**config.mk**
```make
export PLATFORM = sky130hd
export DESIGN_NAME = proj_fm_reader
export DESIGN_NICKNAME = d
export VERILOG_FILES = /design/src/rtl/proj_fm_reader.sv
export SDC_FILE = /design/constraint.sdc
export NUM_CORES = 1
export LEC_CHECK = 0
export CORE_AREA = 2 2 103 105
export CTS_CLUSTER_DIAMETER = 60
export DETAILED_ROUTE_END_ITERATION = 10
export DIE_AREA = 0 0 105 107
export SETUP_SLACK_MARGIN = 0.05
export SLEW_MARGIN = 10
export SYNTH_ARGS = -nofsm -noshare
export SYNTH_HDL_FRONTEND = slang
export SYNTH_SLANG_ARGS = --single-unit
```
**constraint.sdc**
```tcl
create_clock -name in_clk -period 7 [get_ports in_clk]
set_clock_uncertainty 0.15 [all_clocks]
set_input_delay 1.4 -clock in_clk [delete_from_list [all_inputs] [get_ports in_clk]]
set_output_delay 1.4 -clock in_clk [all_outputs]
set_load 0.05 [all_outputs]
```
**src/rtl/proj_fm_reader.sv**
```systemverilog
// FM buffer read sequencer: on a start pulse, reads every buffer entry in
// address order and streams it out through a 2-entry valid/ready FIFO.
//
// Ports:
//   in_clk, in_rst       clock, async active-high reset
//   in_start             buffer-full pulse from the writer
//   out_rd_en/addr       RAM read strobe and address
//   in_rd_data           RAM data, one cycle after out_rd_en
//   out_data/valid/last  output stream (FIFO head), in_ready from consumer
//   out_busy             pass in progress
//   out_overrun          sticky: start seen while busy
package proj_pkg;
  localparam int FM_BUFFER_SIZE = 8;
endpackage

module proj_fm_reader #(
  parameter int DEPTH  = proj_pkg::FM_BUFFER_SIZE,
  parameter int DATA_W = 32,
  parameter int ADDR_W = $clog2(DEPTH)
) (
  input  logic              in_clk,
  input  logic              in_rst,
  input  logic              in_start,
  output logic              out_rd_en,
  output logic [ADDR_W-1:0] out_rd_addr,
  input  logic [DATA_W-1:0] in_rd_data,
  output logic [DATA_W-1:0] out_data,
  output logic              out_valid,
  input  logic              in_ready,
  output logic              out_last,
  output logic              out_busy,
  output logic              out_overrun
);

  typedef enum logic [1:0] {
    S_IDLE,
    S_READ,
    S_DRAIN
  } state_t;

  state_t state_q, state_d;

  logic [ADDR_W-1:0] addr_q;
  logic              infl_q;
  logic              infl_last_q;
  logic [1:0]        occ_q;
  logic [1:0]        occ_d;
  logic [DATA_W-1:0] head_q, tail_q;
  logic              head_last_q, tail_last_q;
  logic              ovr_q;

  logic       addr_last;
  logic       pop;
  logic       push;
  logic       start_ok;
  logic [2:0] level;

  assign addr_last = (addr_q == ADDR_W'(DEPTH - 1));
  assign pop       = (occ_q != 2'd0) && in_ready;
  assign push      = infl_q;
  assign start_ok  = (state_q == S_IDLE) && in_start;

  // Slots committed after this cycle: stored + returning - leaving.
  // A read is only issued if its data is guaranteed a FIFO slot.
  assign level = {1'b0, occ_q} + {2'b0, infl_q} - {2'b0, pop};
  assign occ_d = occ_q + {1'b0, push} - {1'b0, pop};

  // State register
  always_ff @(posedge in_clk or posedge in_rst) begin
    if (in_rst) state_q <= S_IDLE;
    else        state_q <= state_d;
  end

  // Next-state logic
  always_comb begin
    state_d = state_q;
    unique case (state_q)
      S_IDLE:  if (in_start) state_d = S_READ;
      S_READ:  if (out_rd_en && addr_last) state_d = S_DRAIN;
      S_DRAIN: if (pop && head_last_q) state_d = S_IDLE;
      default: state_d = S_IDLE;
    endcase
  end

  // Output logic
  always_comb begin
    out_rd_en   = (state_q == S_READ) && (level < 3'd2);
    out_rd_addr = addr_q;
    out_busy    = (state_q != S_IDLE);
    out_valid   = (occ_q != 2'd0);
    out_data    = head_q;
    out_last    = head_last_q && out_valid;
    out_overrun = ovr_q;
  end

  // Address counter, in-flight tracking, overrun flag
  always_ff @(posedge in_clk or posedge in_rst) begin
    if (in_rst) begin
      addr_q      <= '0;
      infl_q      <= 1'b0;
      infl_last_q <= 1'b0;
      ovr_q       <= 1'b0;
    end else begin
      if (start_ok)
        addr_q <= '0;
      else if (out_rd_en && !addr_last)
        addr_q <= addr_q + 1'b1;
      infl_q      <= out_rd_en;
      infl_last_q <= out_rd_en && addr_last;
      if (in_start && state_q != S_IDLE)
        ovr_q <= 1'b1;
    end
  end

  // Two-register FIFO: head is always the output, so it keeps
  // its last value once the FIFO empties.
  always_ff @(posedge in_clk or posedge in_rst) begin
    if (in_rst) begin
      occ_q       <= '0;
      head_q      <= '0;
      tail_q      <= '0;
      head_last_q <= 1'b0;
      tail_last_q <= 1'b0;
    end else begin
      occ_q <= occ_d;
      unique case (occ_q)
        2'd0: begin
          if (push) begin
            head_q      <= in_rd_data;
            head_last_q <= infl_last_q;
          end
        end
        2'd1: begin
          if (push && pop) begin
            head_q      <= in_rd_data;
            head_last_q <= infl_last_q;
          end else if (push) begin
            tail_q      <= in_rd_data;
            tail_last_q <= infl_last_q;
          end
        end
        default: begin
          if (pop) begin
            head_q      <= tail_q;
            head_last_q <= tail_last_q;
            if (push) begin
              tail_q      <= in_rd_data;
              tail_last_q <= infl_last_q;
            end
          end
        end
      endcase
    end
  end

endmodule
```
==> results_dict.tcl <==
set metrics [dict create \
    detailedRoute.firstPassIterationCount 3 \
    via_count_of_the_first_global_routing_pass 2184 \
    synth_fp_nets 264 \
    worst-r2r-setup-slack_ns 3.80 \
    post_cts.resized_instances 0 \
    crit_path_start_kind "primary input" \
    yosys_warnings 0 \
    max-clock-path-buffers 2 \
    drt-vias-per-instance 4.532 \
    multi_input_comb_area_um2 1499 \
    max_cap_viol_count 0 \
    r2r-end "out_rd_addr[0]$_DFFE_PP0P_" \
    antenna_violating_nets_post_route 0 \
    n_diodes 0 \
    grt_start_max_net_pins 60 \
    chipWidth_um 105 \
    numPlacedInstances 427 \
    globalRoute.totalOverflow 0 \
    cts_root_buffer "clkbuf_8" \
    vdd_ir_drop_max_v 0.0003119 \
    fin_crit_sh_pct 85.17 \
    io-pin-count 76 \
    synthesis.instances 223 \
    worst-slew-pin-transition_ns 0.9752 \
    hpwlAfterDp_um 4121 \
    final_design_area_no_fill_um2 4603 \
    netlist-cell-type-count 28 \
    timing.reg2reg.worst_path_depth 9 \
    critical_path_arrival_ns 4.41 \
    netlist_area_um2 3490 \
    p_leak_uw 0.002062 \
    drc_errors 0 \
    finalCoreUtilization_pct 45.61 \
    slew_violations 0 \
    timing.hold.worst_endpoint "out_overrun$_DFFE_PP0P_" \
    critPathRequiredTime_ns 5.45 \
    critical_path.max_fanout 5 \
    hold_removal_path_class "reg2reg" \
    vias 2003 \
    initial_utilization_pct 34.58 \
    final.hold.worst_slack_ns 0.3160 \
    power_per_cell_area_nw_per_um2 555.7 \
    final-setup-viol-count 0 \
    critical_path.reg2reg.startpoint "occ_q[1]$_DFF_PP0_" \
    die_h_um 107 \
    hold_viol_final 0 \
    worstSetupPathType "in2out" \
    die_area_um2 11240 \
    cts_htree_levels 3 \
    final_nets 343 \
    cp-startpoint "in_ready" \
    detailedRoute.firstIterationViolations 35 \
    finalNonFillerCells 442 \
    tritoncts.num_buffers 9 \
    synthesis.area_per_instance_um2 15.65 \
    antenna_violations_before_repair 0 \
    ys_seq_area_share_pct 54.50 \
    area_growth_syn_to_layout_pct 31.91 \
    drive_gt1_share_pct 41.18 \
    timing.critical_path.to_type "output pin" \
    wl_per_cell_um 14.56 \
    clk_pin_slew_worst_paths_ns 0.08 \
    rsz0062_at_grt "false" \
    place_congestion 0.7197 \
    worst_skew_pair.late_latency_ns 0.34 \
    setup_tns_ns 0 \
    hold_buffers 0 \
    layout_min_cycle_time_ns 5.962 \
    worstHoldStart "out_overrun$_DFFE_PP0P_" \
    fill_cells 964 \
    hold-path-cell-count 1 \
    cts_post_setup_buffers_inserted 0 \
    synth_seq_cells 76 \
    grt_pass1_wl_um 10850 \
    cts.sinks 76 \
    post_dp_cell_area_um2 4379 \
    area_taken_by_flip_flops_and_latches_um2 1903 \
    io_buffer_count 75 \
    max_freq_ghz 0.1677 \
    final_cell_mix "dfrtp_1, clkdlybuf4s50_1, mux2_2, mux2_4, clkbuf_8" \
    run_status "finished, final reports clean" \
    wl_um 6437 \
    tritoncts "yes" \
    coreArea_um2 10090 \
    worst_slew_margin_rel_pct 34.99 \
    floorplan.rows 37 \
    globalRouteTotalUtil_pct 12.41 \
]
## final cells by class
class / instances / area share [%]
clock inverter: 4 / 1.577
clock buffer: 11 / 3.289
tap: 136 / 3.697
inverter: 9 / 0.7339
sequential: 76 / 41.34
timing repair buffer: 78 / 16.80
multi-input combinational: 128 / 32.56
## sequential cells by signal, summed over array words and instances, names as in the netlist
register / flops
tail_last_q: 1
infl_q: 1
state_q: 2
infl_last_q: 1
out_overrun: 1
tail_q: 32
head_last_q: 1
occ_q: 2
out_data: 32
out_rd_addr: 3
## cells in the mapped netlist
library cell	instances	area [µm²]
mux2_2	69	777.0
buf_4	1	7.510
nand2_1	3	11.26
o22ai_2	1	12.51
xor2_1	1	8.760
a21o_1	1	7.510
nor3_1	1	5.000
nand3b_1	1	7.510
buf_6	3	33.78
or3b_2	1	8.760
dfrtp_1	76	1902
buf_2	6	30.03
nor2_1	1	3.750
and2_1	1	6.260
and3_1	1	6.260
ha_1	4	50.05
nor2b_1	2	12.51
a31o_2	1	8.760
fa_1	1	20.02
nor2_2	1	6.260
nor3b_1	1	7.510
mux2_4	30	450.4
mux2i_1	3	30.03
o211ai_1	1	7.510
nor4bb_2	1	16.27
inv_1	9	33.78
or2_2	1	6.260
a31oi_2	1	12.51
## per-layer routing
layer | global-route usage (%) | vias up | wire (µm) | part of all wire [%]
met2 | 20.32 | 46 | 3134 | 49
li1 | - | 944 | - | -
met1 | 15.38 | 1003 | 2899 | 45
met3 | 3.830 | 10 | 296 | 4.6
met5 | 0 | - | 0 | 0
met4 | 4.857 | 0 | 106 | 1.6
## how the worst max path moves through the flow
| stage | to | slack (ns) |
|---|---|---|
| 6_report | out_rd_en | 1.04 |
| 5_1_grt | out_rd_en | 0.85 |
| 4_1_cts | out_rd_en | 1.02 |
| 3_5_place_dp | out_rd_en | 1.03 |
| 3_3_place_gp | out_rd_en | 1.09 |
| 2_1_floorplan | out_rd_en | 2.30 |
## critical path, stage by stage
cell             delay, ns
clkdlybuf4s50_1       0.56
nor2b_1               0.21
ha_1                  0.27
inv_1                 0.04
ha_1                  0.18
fa_1                  0.45
nor3b_1               0.30
and2_1                0.20
clkdlybuf4s50_1       0.80
## through the flow
step | total power (µW) | setup slack (ns)
finish | 2558 | 1.038
CTS | 2600 | 1.020
floorplan | 1831 | 2.303
global route | 2712 | 0.8536
detailed placement | 2212 | 1.035
global placement | 2187 | 1.091
## cell families (layout without fill, tap and decap cells)
family / count (synthesis) / in the layout / share of synthesized area (%)
AND/OR/NAND/NOR: 15 / 15 / 2.797
XOR/XNOR: 1 / 1 / 0.2510
flip-flops: 76 / 76 / 54.50
multiplexers: 102 / 102 / 36.03
adder cells (fa/ha/maj): 5 / 5 / 2.008
AO/OA/AOI/OAI: 5 / 5 / 1.398
buffers and inverters: 19 / 102 / 3.012
## where the power goes
group,switching (µW),internal (µW),total [µW]
sequential,165,660,825
combinational,693,663,1360
clock,159,218,377
Power figures use the tool's default switching activity.
==> RTL edit (config.mk and constraints unchanged) <==
`DATA_W`: 32 -> 64.
--- a/src/rtl/proj_fm_reader.sv
+++ b/src/rtl/proj_fm_reader.sv
@@ -17,3 +17,3 @@
   parameter int DEPTH  = proj_pkg::FM_BUFFER_SIZE,
-  parameter int DATA_W = 32,
+  parameter int DATA_W = 64,
   parameter int ADDR_W = $clog2(DEPTH)
Interface: changed (resized in_rd_data and out_data); port bits go from 76 to 140. No check against the original RTL was run, so the function may have changed too.
==> RTL edit against the original RTL <==
Sequential power grew 77%. Design area grew 81%. Sequential cell count grew 64. Area after synthesis grew 81%. Wire length grew 100%. Cell count grew 55%. Synthesized cell count grew 77%. Worst setup slack gained 0.080 ns. Power grew 89%. Critical endpoint unchanged.
==> RTL edit: results (changes against the original RTL) <==
FF-to-FF Start = occ_q[1]$_DFF_PP0_ (unchanged)
Seq_cells = 140 (was 76)
GR Util All Layers = 24.6% (was 12.4%)
Cts bufs inserted = 17 (was 9)
Sequential share of the synthesized area = 55.3% (was 54.5%)
Area of the multi-input gates = 2650 µm² (was 1500 µm²)
CTS Buffer Depth = 2 (unchanged)
Total leakage power = 3.73 nW (was 2.06 nW)
Compound-Gate Fraction of Synth Area = 0.573% (was 1.40%)
Rel. slew slack = 24.1% (was 35.0%)
Post-synthesis mux area share = 38.1% (was 36.0%)
Fraction of layout cells with a size suffix above 1 = 43.5% (was 41.2%)
Drt total wl = 12,800 µm (was 6440 µm)
Layout net count = 609 (was 343)
Max frequency = 0.170 GHz (was 0.168 GHz)
GRT met1 Usage = 31.1% (was 15.4%)
Outcome = completed (unchanged)
Post-synth top cells = mux2_2, dfrtp_1, mux2_4, buf_6, inv_1 (was dfrtp_1, mux2_2, mux2_4, inv_1, buf_2)
Multi-In Gates = 224 (was 128)
Cell variety after synth = 27 (was 28)
ClkCell Share = 6.62% (was 4.87%)
Synth Area in XOR/XNOR = 0.138% (was 0.251%)
Non-CTS buffers = 144 (was 78)
Seq area share = 42.0% (was 41.3%)
Worst-path clk slew = 0.06 ns (was 0.08 ns)
Fill cells = 568 (was 964)
Vias in the first global route = 4,058 (was 2,184)
Pre-CTS setup slack = 1.15 ns (was 1.03 ns)
VDD IR-drop max = 0.418 mV (was 0.312 mV)
Initial DRC Count = 98 (was 35)
Largest net degree at the start of global routing = 77 (was 60)
CP arrival = 4.33 ns (was 4.41 ns)
Post-synthesis adder-cell area fraction = 1.11% (was 2.01%)
Worst-Skew Late Latency = 0.52 ns (was 0.34 ns)
Routability cong. = 0.773 (was 0.720)
R2R setup slack = 3.51 ns (was 3.80 ns)
Top post-synthesis cells by area = dfrtp_1, mux2_2, mux2_4 (unchanged)
GRT met2 Usage = 40.8% (was 20.3%)
Syn_nets = 468 (was 264)
First-pass GRT wire length = 21,100 µm (was 10,800 µm)
Net Sw Frac = 39.8% (was 39.7%)
Final HPWL DP = 8070 µm (was 4120 µm)
Non-clock buffer share = 17.1% (was 16.8%)
Reg2Reg Depth = 5 (was 9)
Metal-1 WL = 5510 µm (was 2900 µm)
## RTL edit: power groups by stage
stage / combinational [W] / sequential (W) / clock [W]
floorplan: 0.00124 / 0.00210 / 0
global placement: 0.00250 / 0.00143 / 0
detailed placement: 0.00256 / 0.00145 / 0
CTS: 0.00257 / 0.00146 / 0.000836
global route: 0.00270 / 0.00150 / 0.000870
finish: 0.00255 / 0.00146 / 0.000817
## RTL edit: metrics by stage
| step | instances | utilization, % | instance area, µm² | power (W) |
|---|---|---|---|---|
| global route | 685 | 82.6 | 8340 | 0.00507 |
| CTS | 685 | 82.6 | 8340 | 0.00487 |
| global placement | 653 | 77.2 | 7790 | 0.00393 |
| detailed placement | 653 | 77.2 | 7790 | 0.00401 |
| finish | 685 | 82.6 | 8340 | 0.00483 |
| floorplan | 395 | - | 6330 | 0.00334 |
## RTL edit: kinds of logic after synthesis
group / after synthesis
muxes: 198
DFF: 140
buffers and inverters: 31
and+or+nand+nor: 15
AOI/OAI and AO/OA: 5
adders and majority gates: 5
xor gates and xnor gates: 1
